--- src/rtl/jtag_spi_framer.sv ---
// Length-framed bridge between BSCAN user-chain strobes and SPI flash pins.
// A LEN_W-bit LSB-first header gives the number of payload bits to pass to the flash.
module jtag_spi_framer #(
  parameter int LEN_W = 16
) (
  input  logic clk,
  input  logic rst,
  input  logic sel,
  input  logic capture,
  input  logic shift,
  input  logic update,
  input  logic tdi,
  output logic tdo,
  output logic spi_csn,
  output logic spi_sck_en,
  output logic spi_mosi,
  input  logic spi_miso,
  output logic frame_done,
  output logic frame_abort
);

  localparam int CNT_W = $clog2(LEN_W) + 1;

  typedef enum logic [1:0] {
    IDLE = 2'd0,
    HDR  = 2'd1,
    XFER = 2'd2,
    DONE = 2'd3
  } state_t;

  state_t           state_r;
  logic [LEN_W-1:0] len_r;
  logic [LEN_W-1:0] remaining_r;
  logic [CNT_W-1:0] bit_cnt_r;
  logic             spi_csn_r;
  logic             frame_done_r;
  logic             frame_abort_r;

  logic             in_xfer_s;
  logic             hdr_last_s;
  logic [LEN_W-1:0] len_next_s;

  assign in_xfer_s  = (state_r == XFER);
  assign len_next_s = {tdi, len_r[LEN_W-1:1]};
  assign hdr_last_s = (bit_cnt_r == CNT_W'(LEN_W - 1));

  // Flash-facing paths follow the TAP combinationally so each shift edge is one flash clock.
  assign spi_sck_en  = sel & shift & in_xfer_s;
  assign spi_mosi    = in_xfer_s ? tdi : 1'b1;
  assign tdo         = in_xfer_s ? spi_miso : tdi;
  assign spi_csn     = spi_csn_r;
  assign frame_done  = frame_done_r;
  assign frame_abort = frame_abort_r;

  // Framing state machine: deselect, update and capture all preempt an in-flight shift.
  always_ff @(posedge clk) begin
    if (rst) begin
      state_r       <= IDLE;
      len_r         <= {LEN_W{1'b0}};
      remaining_r   <= {LEN_W{1'b0}};
      bit_cnt_r     <= {CNT_W{1'b0}};
      spi_csn_r     <= 1'b1;
      frame_done_r  <= 1'b0;
      frame_abort_r <= 1'b0;
    end else begin
      frame_done_r  <= 1'b0;
      frame_abort_r <= 1'b0;
      if (!sel || update) begin
        state_r       <= IDLE;
        spi_csn_r     <= 1'b1;
        frame_abort_r <= in_xfer_s;
      end else if (capture) begin
        state_r       <= HDR;
        len_r         <= {LEN_W{1'b0}};
        bit_cnt_r     <= {CNT_W{1'b0}};
        spi_csn_r     <= 1'b1;
        frame_abort_r <= in_xfer_s;
      end else if (shift) begin
        case (state_r)
          HDR: begin
            len_r     <= len_next_s;
            bit_cnt_r <= bit_cnt_r + CNT_W'(1);
            if (hdr_last_s) begin
              if (len_next_s == {LEN_W{1'b0}}) begin
                state_r <= DONE;
              end else begin
                state_r     <= XFER;
                remaining_r <= len_next_s;
                spi_csn_r   <= 1'b0;
              end
            end else begin
              state_r <= HDR;
            end
          end
          XFER: begin
            remaining_r <= remaining_r - LEN_W'(1);
            if (remaining_r == LEN_W'(1)) begin
              state_r      <= DONE;
              spi_csn_r    <= 1'b1;
              frame_done_r <= 1'b1;
            end else begin
              state_r <= XFER;
            end
          end
          default: begin
            state_r <= state_r;
          end
        endcase
      end else begin
        state_r <= state_r;
      end
    end
  end

endmodule

--- config.mk ---
export PLATFORM = sky130hd
export DESIGN_NAME = jtag_spi_framer
export DESIGN_NICKNAME = d
export VERILOG_FILES = /design/src/rtl/jtag_spi_framer.sv
export SDC_FILE = /design/constraint.sdc
export NUM_CORES = 1
export LEC_CHECK = 0
export BUFFER_PORTS_ARGS = -buffer_cell sky130_fd_sc_hd__buf_4
export CAP_MARGIN = 20
export CORE_ASPECT_RATIO = 1.4
export CORE_MARGIN = 2
export CORE_UTILIZATION = 60
export CTS_BUF_LIST = sky130_fd_sc_hd__clkbuf_16
export DETAILED_ROUTE_END_ITERATION = 10
export PLACE_DENSITY = 0.79
export SETUP_SLACK_MARGIN = 0.2
export SLEW_MARGIN = 5
export SYNTH_ARGS = -nofsm -noshare
export SYNTH_HDL_FRONTEND = slang
export SYNTH_SLANG_ARGS = --single-unit
--- constraint.sdc ---
create_clock -name clk -period 2.93 [get_ports clk]
set_clock_uncertainty 0.05 [all_clocks]
set_input_delay 0 -clock clk [delete_from_list [all_inputs] [get_ports clk]]
set_output_delay 0 -clock clk [all_outputs]
set_load 0.03 [all_outputs]
## Yosys cells after proc, flatten, opt, wreduce, memory -nomap -nowiden

Cells that the tools add are included.

| word-level totals | value |
|---|---|
| bits in registers | 42 |
| output and inout port bits | 6 |
| word-level logic and storage cells | 62 |

| cells by class | value |
|---|---|
| add/subtract/negate cells | 2 |
| equal/unequal tests | 7 |
| mux-type cells | 24 |
| bitwise gates (word level) | 6 |
| reduce and logical (&&, ||, !) cells | 15 |

Operator list:

| operator | count |
|---|---|
| 16-bit 2-to-1 mux | 5 |
| 16-bit one-hot mux with 2 select lines | 1 |
| 16-bit by 1-bit equality test with 1-bit output (second input constant) | 1 |
| 16-bit zero test | 1 |
| 16-bit by 1-bit subtractor with 16-bit output (second input constant) | 1 |
| 5-bit 2-to-1 mux | 3 |
| 1-bit 2-to-1 mux | 12 |
| 6-bit AND reduction | 1 |
| 2-bit nonzero test | 3 |
| 5-bit by 1-bit adder with 5-bit output (second input constant) | 1 |
| 5-bit by 4-bit equality test with 1-bit output (second input constant) | 1 |
| 5-bit AND reduction | 1 |
| 5-bit OR reduction | 1 |
| 2-bit inequality test (second input constant) | 2 |
| 1-bit NOT | 4 |
| 2-bit one-hot mux with 2 select lines | 1 |
| 2-bit AND reduction | 2 |
| 3-bit AND reduction | 1 |
| 3-bit nonzero test | 1 |
| 3-bit OR reduction | 1 |
| 1-bit AND | 2 |
| 2-bit by 1-bit equality test with 1-bit output (second input constant) | 1 |
| 2-bit equality test (second input constant) | 1 |
| 2-bit 2-to-1 mux | 1 |
| other kinds (5) | 5 |

## Depth between registers and ports, before layout

| depth | value |
|---|---|
| depth in word-level cells | 6 |
| mapped depth | 8 |

## Least setup slack after synthesis

Ideal clock, no wire load.

| timing | value |
|---|---|
| path type | flip-flop to flip-flop |
| start point | reg bit_cnt_r[0] |
| end point | reg remaining_r[5] |
| arrival time | 1943 ps |
| data required time | 2806 ps |
| setup slack | 862 ps |
| stages on the path, launching flop included | 8 |
| path buffers | 0 |
| period minus slack after synthesis | 2068 ps |
| cells stage by stage | dfxtp_1 -> ha_1 -> and3_1 -> ha_1 -> o41ai_4 -> a211o_4 -> or4_1 -> a31oi_1 |

| on the way | value |
|---|---|
| cells in the longest elaborated chain, start to end | 3 |

RTL lines:

| item | RTL line | RTL |
|---|---|---|
| from (decl) | 34 | `logic [CNT_W-1:0] bit_cnt_r;` |
| from (signal assigned) | 61 | `bit_cnt_r <= {CNT_W{1'b0}};` |
| from (signal assigned) | 75 | `bit_cnt_r <= {CNT_W{1'b0}};` |
| from (signal assigned) | 82 | `bit_cnt_r <= bit_cnt_r + CNT_W'(1);` |
| 5-bit by 4-bit equality test with 1-bit output | 45 | `assign hdr_last_s = (bit_cnt_r == CNT_W'(LEN_W - 1));` |
| 2-bit inequality test (no line) | n/a |  |
| 6-bit AND reduction (no line) | n/a |  |
| to (signal assigned) | 60 | `remaining_r <= {LEN_W{1'b0}};` |
| to (signal assigned) | 88 | `remaining_r <= len_next_s;` |
| to (signal assigned) | 96 | `remaining_r <= remaining_r - LEN_W'(1);` |
| to (decl) | 33 | `logic [LEN_W-1:0] remaining_r;` |

Every way passes these cells.
A chain may end at the register's enable or synchronous reset.

## Worst setup path in the final report

Ends and elaborated chain as after synthesis.

==> flow_summary.yaml <==
synthesis:
  ys_seq_area_share_pct: 35.8
  synth.distinct_cells: 56
  ys_top_cells_by_area: "dfxtp_1 (36%), a21oi_1 (7.0%), nand3b_1 (5.2%)"
  ys_warn_count: 0
  synth_compound_area_share_pct: 23.3
  netlist.area_leader.share_pct: 35.8
  synth_simple_gate_area_share_pct: 29.0
  synth_ff_type: "dfxtp_1"
  netlist_area_um2: 2290
  synth_edf_count: 0
  yosys.area_share.adder_pct: 3.28
  synth_xor_area_share_pct: 1.15
  synth_nets: 285
  synth_cells: 271
  synth_top_area_cell: "dfxtp_1"
  ys_async_sr_fraction_pct: 0
  synth_seq_cells: 41
  synth.mux.area_fraction_pct: 1.37
  synth_top_family_by_area: "simple AND/OR/NAND/NOR gates"
  synth.avg_cell_area_um2: 8.45
floorplanning:
  io_pins: 14
  initial_core_util_pct: 62.8
  die_y_um: 77.1
  dieArea_um2: 4330
  num_rows: 26
  core_area_um2: 3640
  die_w_um: 56.2
sta:
  drv_slew: 0
  slew_headroom_pct: 53.1
  hold_slack_ps: 20.7
  min_period_over_period_pct: 77.4
  fmax_mhz: 441
  hold_violations: 0
  min_period_ps: 2270
  tns_ps: 0
  setup_violations: 0
  worstMarginPinSlew_ps: 703
  rsz0062_at_grt: "false"
clocking:
  ctsResizeCount: 0
  cts_setup_buffers: 0
  cts_buffer_depth: 2
  cts_sinks: 41
  cts-root-buf: "clkbuf_16"
  cts_tree: "yes"
  cts_buffers: 5
  clk_pin_slew_ps: 60
  htreeDepth: 2
  cts_hold_buffers: 2
  clk_latency_ps: 280
detailed_routing:
  wl_um: 5120
  ant_nets: 0
  num_vias: 1995
  detail_route.iter0.violations: 111
  vias_per_cell: 6.20
  drc_errors: 0
  avgRoutedWirePerCell_um: 15.9
  dr.pass1.iters: 5
layout:
  finalCoreUtilization_pct: 70.2
  final_common_cell: "dfxtp_1"
  diodes: 0
  most-common-layout-cells: "dfxtp_1 (41), a21oi_1 (32), nand2_1 (26), buf_4 (17), nand3b_1 (16)"
  nets: 293
  drive_gt1_share_pct: 15.0
  areaGrowthSynthToFinish_pct: 11.7
  layoutNonFillerInstCount: 322
worst_setup_path:
  start_kind: "flip-flop"
  crit_fanout: 17
  cpMostUsedCell: "ha_1"
  cp.arrival_ps: 2430
  crit_buf_inv: 0
  cp-end-kind: "flip-flop"
  cp.required_ps: 3090
  crit_type: "flip-flop to flip-flop"
  cpLargestDelayFamily: "compound AO/OA/AOI/OAI gates"
  slowest_stage: "or4_1"
  cp_cell_sequence: "ha_1 > and3_1 > ha_1 > o41ai_4 > a211o_4 > or4_1 > a31oi_1"
  critPathMaxStageDelay_ps: 490
place:
  dp.cells: 311
  place_hpwl_um: 3370
  globalplace.congestion: 0.890
  io_buffers: 13
power:
  powerDensity_nw_per_um2: 480
  cellLeakagePower_nw: 0.933
  ir_worst_vdd_uv: 474
grt:
  grt_pass1_wl_um: 8690
  grt_usage_pct: 25.0
  grt_overflow_total: 0
  grt_pass1_vias: 1853
  grt_max_degree: 41
  antenna_found_initial: 0
worst_hold_path:
  worstHoldPathType: "input port to flip-flop"
job:
  maxCapViolCount: 0
outcome:
  status: "finished clean"
## per-stage QoR
stage	total power, mW	setup WS (ps)	instance area, um^2
2_1_floorplan	0.610	862	2290
3_3_place_gp	0.630	460	2360
3_5_place_dp	0.631	402	2360
4_1_cts	1.23	380	2550
5_1_grt	1.26	506	2560
6_report	1.23	661	2560
## path summary, 6_finish.rpt
| kind | startpoint | end | slack [ps] | cells after the start |
|---|---|---|---|---|
| worst min register to register | len_r[12]$_SDFFE_PP0P_ | len_r[12]$_SDFFE_PP0P_ | 430 | 2 |
| worst min-delay path | capture | bit_cnt_r[2]$_SDFFE_PP0P_ | 20 | 2 |
| worst max-delay path | bit_cnt_r[0]$_SDFFE_PP0P_ | remaining_r[5]$_SDFFE_PP0P_ | 660 | 7 |
| worst max register to register | bit_cnt_r[0]$_SDFFE_PP0P_ | remaining_r[5]$_SDFFE_PP0P_ | 660 | 7 |
## cell usage after synthesis (all sizes together), types with 3 or more instances
| cell type | instances |
|---|---|
| o21ai | 16 |
| dfxtp | 41 |
| and3 | 8 |
| inv | 9 |
| nor2b | 7 |
| a21oi | 35 |
| buf | 6 |
| nor4 | 6 |
| ha | 6 |
| nand2b | 3 |
| a211oi | 4 |
| or4 | 6 |
| nand3b | 16 |
| clkbuf | 13 |
| and2 | 3 |
| nand2 | 26 |
| nor3 | 9 |
| a31oi | 7 |
| nor2 | 13 |
## metal layers
layer | share of wire [%] | GRT usage (%)
met4 | 1.4 | 9.52
met1 | 46 | 31.8
met5 | 0 | 0
met2 | 48 | 41.3
met3 | 3.7 | 5.23
## flip-flops by register name, summed over array words and instances, names as in the netlist
register	flops
remaining_r	16
len_r	15
bit_cnt_r	5
state_r	2
frame_abort	1
frame_done	1
spi_csn	1
## cell families after synthesis
| kind of cell | Yosys count |
|---|---|
| AOI/OAI and AO/OA | 78 |
| DFF | 41 |
| muxes | 3 |
| xor gates and xnor gates | 3 |
| and+or+nand+nor | 112 |
| buffers and inverters | 28 |
| adders and majority gates | 6 |
## power by group
part / switching, mW / internal, mW
sequential: 0.00156 / 0.559
combinational: 0.0365 / 0.0235
clock: 0.211 / 0.395
total: 0.249 / 0.978
## layout make-up
cell class,instances,area (um^2)
clock buffer,5,125
inverter,9,33.8
multi-input combinational,202,1330
clock inverter,3,37.5
fill,304,1080
tap,42,52.6
timing repair buffer,20,159
sequential,41,821
Note: power is estimated with default switching activity, not from simulation.
